==> src/rtl/spi_pkg.sv <==
`default_nettype none
// ---------------------------------------------------------------------------
// spi_pkg : shared constants and state type for the SPI frame link
// Rev 1.0 : initial release
// ---------------------------------------------------------------------------
package spi_pkg;

  localparam int DEFAULT_FRAME_BITS = 336;
  localparam int FRAME_BYTES        = DEFAULT_FRAME_BITS / 8;

  typedef enum logic [2:0] {
    ST_IDLE     = 3'd0,
    ST_SETUP    = 3'd1,
    ST_SCK_HIGH = 3'd2,
    ST_SCK_LOW  = 3'd3,
    ST_TRAIL    = 3'd4,
    ST_GAP      = 3'd5
  } spi_tx_state_t;

endpackage
`default_nettype wire

==> src/rtl/spi_half_tick.sv <==
`default_nettype none
// ---------------------------------------------------------------------------
// spi_half_tick : reloadable down-counter, one-cycle tick every HALF_PERIOD
//                 enabled cycles; clear reloads it to a full half-period.
// Rev 1.0 : initial release
// ---------------------------------------------------------------------------
module spi_half_tick #(
  parameter int HALF_PERIOD = 4
) (
  input  logic clk,
  input  logic reset,
  input  logic clear,
  input  logic en,
  output logic tick
);

  localparam int                c_cnt_w  = $clog2(HALF_PERIOD + 1);
  localparam logic [c_cnt_w-1:0] c_reload = c_cnt_w'(HALF_PERIOD);

  logic [c_cnt_w-1:0] r_count;

  assign tick = en && (r_count == c_cnt_w'(1));

  always_ff @(posedge clk or posedge reset) begin
    if (reset) begin
      r_count <= '0;
    end else if (clear) begin
      r_count <= c_reload;
    end else if (en) begin
      r_count <= tick ? c_reload : r_count - c_cnt_w'(1);
    end
  end

endmodule
`default_nettype wire

==> src/rtl/spi_frame_tx.sv <==
`default_nettype none
// ---------------------------------------------------------------------------
// spi_frame_tx : SPI mode-0 master, shifts one FRAME_BITS frame MSB-first
//                framed by active-low cs, then enforces a cs-high gap.
// Rev 1.0 : initial release
// ---------------------------------------------------------------------------
module spi_frame_tx
  import spi_pkg::*;
#(
  parameter int FRAME_BITS  = DEFAULT_FRAME_BITS,
  parameter int HALF_PERIOD = 4,
  parameter int CS_GAP      = 4
) (
  input  logic                  clk,
  input  logic                  reset,
  input  logic [FRAME_BITS-1:0] data,
  input  logic                  start,
  output logic                  busy,
  output logic                  done,
  output logic                  sck,
  output logic                  sdo,
  output logic                  cs
);

  localparam int c_bits_w = $clog2(FRAME_BITS + 1);
  localparam int c_gap_w  = $clog2(CS_GAP + 1);

  spi_tx_state_t         r_state;
  logic [FRAME_BITS-1:0] r_shift;
  logic [c_bits_w-1:0]   r_bits_left;
  logic [c_gap_w-1:0]    r_gap_left;
  logic                  w_accept;
  logic                  w_tick_en;
  logic                  w_tick;

  assign w_accept  = (r_state == ST_IDLE) && start;
  assign w_tick_en = (r_state == ST_SETUP) || (r_state == ST_SCK_HIGH) ||
                     (r_state == ST_SCK_LOW) || (r_state == ST_TRAIL);

  // sdo is the shift register MSB; clearing the register on entry to GAP idles it low
  assign sdo = r_shift[FRAME_BITS-1];

  spi_half_tick #(
    .HALF_PERIOD (HALF_PERIOD)
  ) u_half_tick (
    .clk   (clk),
    .reset (reset),
    .clear (w_accept),
    .en    (w_tick_en),
    .tick  (w_tick)
  );

  always_ff @(posedge clk or posedge reset) begin
    if (reset) begin
      r_state     <= ST_IDLE;
      r_shift     <= '0;
      r_bits_left <= '0;
      r_gap_left  <= '0;
      cs          <= 1'b1;
      sck         <= 1'b0;
      busy        <= 1'b0;
      done        <= 1'b0;
    end else begin
      done <= 1'b0;
      case (r_state)
        ST_IDLE: begin
          if (start) begin
            r_shift     <= data;
            r_bits_left <= c_bits_w'(FRAME_BITS);
            cs          <= 1'b0;
            busy        <= 1'b1;
            r_state     <= ST_SETUP;
          end
        end
        ST_SETUP, ST_SCK_LOW: begin
          if (w_tick) begin
            sck     <= 1'b1;
            r_state <= ST_SCK_HIGH;
          end
        end
        ST_SCK_HIGH: begin
          if (w_tick) begin
            sck         <= 1'b0;
            r_bits_left <= r_bits_left - c_bits_w'(1);
            if (r_bits_left == c_bits_w'(1)) begin
              r_state <= ST_TRAIL;
            end else begin
              r_shift <= {r_shift[FRAME_BITS-2:0], 1'b0};
              r_state <= ST_SCK_LOW;
            end
          end
        end
        ST_TRAIL: begin
          if (w_tick) begin
            cs         <= 1'b1;
            r_shift    <= '0;
            r_gap_left <= c_gap_w'(CS_GAP);
            r_state    <= ST_GAP;
          end
        end
        ST_GAP: begin
          if (r_gap_left == c_gap_w'(1)) begin
            busy    <= 1'b0;
            done    <= 1'b1;
            r_state <= ST_IDLE;
          end else begin
            r_gap_left <= r_gap_left - c_gap_w'(1);
          end
        end
        default: r_state <= ST_IDLE;
      endcase
    end
  end

endmodule
`default_nettype wire

==> config.mk <==
export PLATFORM = sky130hd
export DESIGN_NAME = spi_frame_tx
export DESIGN_NICKNAME = d
export VERILOG_FILES = /design/src/rtl/spi_pkg.sv /design/src/rtl/spi_half_tick.sv /design/src/rtl/spi_frame_tx.sv
export SDC_FILE = /design/constraint.sdc
export NUM_CORES = 1
export LEC_CHECK = 0
export ABC_AREA = 0
export CAP_MARGIN = 10
export CORE_MARGIN = 3
export CORE_UTILIZATION = 42
export DETAILED_ROUTE_END_ITERATION = 12
export GPL_TIMING_DRIVEN = 0
export MAX_ROUTING_LAYER = met4
export PLACE_DENSITY = 0.7
export RECOVER_POWER = 100
export SKIP_CTS_REPAIR_TIMING = 1
export SLEW_MARGIN = 10
export SYNTH_ARGS = -nofsm -noshare
export SYNTH_HDL_FRONTEND = slang
export SYNTH_SLANG_ARGS = --single-unit
==> constraint.sdc <==
create_clock -name clk -period 15.39 [get_ports clk]
set_clock_uncertainty 0.05 [all_clocks]
set_input_delay 2.3085 -clock clk [delete_from_list [all_inputs] [get_ports clk]]
set_output_delay 2.3085 -clock clk [all_outputs]
set_load 0.05 [all_outputs]
==> out/metrics.cfg <==
[outcome]
outcome = finished, violations left
violations = max-capacitance violations, max-slew violations

[sta]
min_period_ps = 8680
drv_slew = 160
fin_tns_setup_ps = 0
fmax_ghz = 0.115
rsz0062_at_grt = false
slew_headroom = -2.37
fin_crit_sh = 0.564
tightest_slew_ps = 5060
setup_viol = 0
hold_viol = 0

[clocking]
htree_levels = 2
numCtsBuffers = 41
clk_pin_slew_ps = 50
cts_sinks = 358
clkLatencyLatePin_ps = 570
clk_root_buffer_cell = clkbuf_16
cts_tree = yes
cts_max_path_buffers = 3

[floorplan]
die_w_um = 200
std_cell_rows = 70
fp.dieArea_um2 = 39900
start_util = 0.429
chipHeight_um = 200
io_pins = 344
coreArea_um2 = 36800

[finish]
layout-drive-gt1-share = 0.0547
syn_to_final_growth_pct = 34.4
fillers = 3229
finish.utilization = 0.577
finalNetCount = 2362

[detailed_routing]
wl_per_cell_um = 18.5
drc = 0
via_count = 14200
wl_mm = 46.7
ant_nets = 0
first_pass_iters = 5
drt_iter0_drc = 902
vias_per_cell = 5.59

[logic_synthesis]
postSynthCellCount = 1628
synthArstFlopShare = 1.00
synth_flop_cell = dfrtp_1
seq_area_frac_synth = 0.568
synth_area_per_cell_um2 = 9.70
yosys_warnings = 0
syn_area_um2 = 15800
synth_enable_flop_cells = 0
ys_ff_latch = 358
yosysUniqueCellTypes = 39
synth_fp_nets = 1973

[global_route]
grt_overflow = 0
grt_pass1_wl_mm = 72.9
grt_max_degree = 110
grt_use_total = 0.234
antenna_found_initial = 14
grt_pass1_vias = 14100

[critical_path]
critPathKind = primary input to async pin
start_kind = primary input
worstPathArrival_ps = 8070
path_max_fanout = 94
end_kind = async pin
required_ps = 14780

[worst_hold_path]
hold_class = flop to flop

[place]
routabilityCongestion = 0.827
hpwl_mm = 32.9
io_buffers = 343

[power_and_ir_drop]
p_leak_uw = 0.00844
ir_drop_mv = 0.108
power_density_nw_per_um2 = 201

[run]
cap_violations = 3

-- synth_stat cells, types with 4 or more instances --
| library cell | n | area (µm²) |
|---|---|---|
| a21o_1 | 4 | 30.0 |
| a21oi_1 | 342 | 1710 |
| a22oi_1 | 335 | 2510 |
| buf_1 | 8 | 30.0 |
| buf_2 | 80 | 400 |
| clkbuf_1 | 67 | 251 |
| dfrtp_1 | 357 | 8930 |
| ha_1 | 6 | 75.1 |
| inv_1 | 9 | 33.8 |
| nand2_1 | 10 | 37.5 |
| nand2b_1 | 4 | 25.0 |
| nand3_1 | 5 | 25.0 |
| nor2_1 | 349 | 1310 |
| nor2b_1 | 5 | 31.3 |
| o21ai_0 | 12 | 60.1 |
| xor2_1 | 6 | 52.6 |
-- metal layers --
metal,GRT usage,share of wire,up-vias
met2,0.362,0.47,427
met4,0.0819,0.027,0
met5,-,0,-
met1,0.296,0.42,6945
li1,-,-,6694
met3,0.0680,0.083,87
-- cell families after synthesis --
group	synth area share
compound gates	0.279
mux	0.00127
fa+ha+maj	0.00476
flops	0.568
xor+xnor	0.00388
simple gates	0.0982
buf+inv	0.0453
-- sequential cells by signal, indices dropped and copies added, names as in the netlist --
register and flops:
r_bits_left 9, r_state 3, sck 1, done 1, r_shift 336, cs 1
busy 1, r_gap_left 3, u_half_tick.r_count 3
-- power by group --
group | switching, µW | internal, µW | total [µW] | leakage [µW]
Clock | 393 | 593 | 985 | 0.000681
Sequential | 264 | 1430 | 1700 | 0.00412
Combinational | 916 | 656 | 1570 | 0.00364
-- area by class of cell --
type	instances	area [µm²]	share of cell area
clock buffers	67	1300	0.0611
flip-flops and latches	358	8960	0.422
inverters	9	35.0	0.00165
plain buffers	155	634	0.0299
diodes	15	37.5	0.00177
well taps	468	586	0.0276
clock inverters	8	75.1	0.00354
multi-input cells	1106	6100	0.287
repair buffers	346	3490	0.165
-- critical path: stages --
cell and delay, ps:
dlygate4sd3_1 540, clkinvlp_2 1490, clkbuf_1 3630
-- stage by stage --
stage,instance area [µm²],cells,hold slack (ps),power (µW),setup WS (ps)
after floorplan,15800,1628,416,2820,3100
after global placement,19800,2439,430,3210,-1330
after detailed placement,19900,2442,428,3280,10190
after CTS,21300,2517,436,4290,10740
after global routing,21200,2531,494,4590,5470
final,21200,2532,430,4260,6710
-- final timing paths --
check                                                   start                       to  slack (ps)  depth (start not counted)
min in group asynchronous                               reset  r_shift[81]$_DFFE_PP0P_        2890                          2
hold / removal                                 cs$_DFFE_PP1P_           cs$_DFFE_PP1P_         430                          2
setup reg to reg           u_half_tick.r_count[1]$_DFFE_PP0P_  r_shift[55]$_DFFE_PP0P_       11710                          9
setup / recovery                                        reset  r_shift[57]$_DFFE_PP0P_        6710                          3
max in group clk                                        start  r_shift[55]$_DFFE_PP0P_       10130                          8
hold reg to reg                                cs$_DFFE_PP1P_           cs$_DFFE_PP1P_         430                          2
-- layout by cell type, fill, tap and decap left out, drive strengths merged, types with 5 or more instances in the layout --
master,synthesis,routed
dfrtp,357,357
nor2,349,349
a21oi,342,342
clkdlybuf4s50,0,336
a22oi,335,335
clkbuf,67,174
buf,88,51
diode,0,15
o21ai,12,12
nand2,10,10
inv,9,10
dlygate4sd3,0,7
xor2,6,6
ha,6,6
nor2b,5,5
nand3,5,5
clkinv,0,5
(Power assumes the default switching activity.)
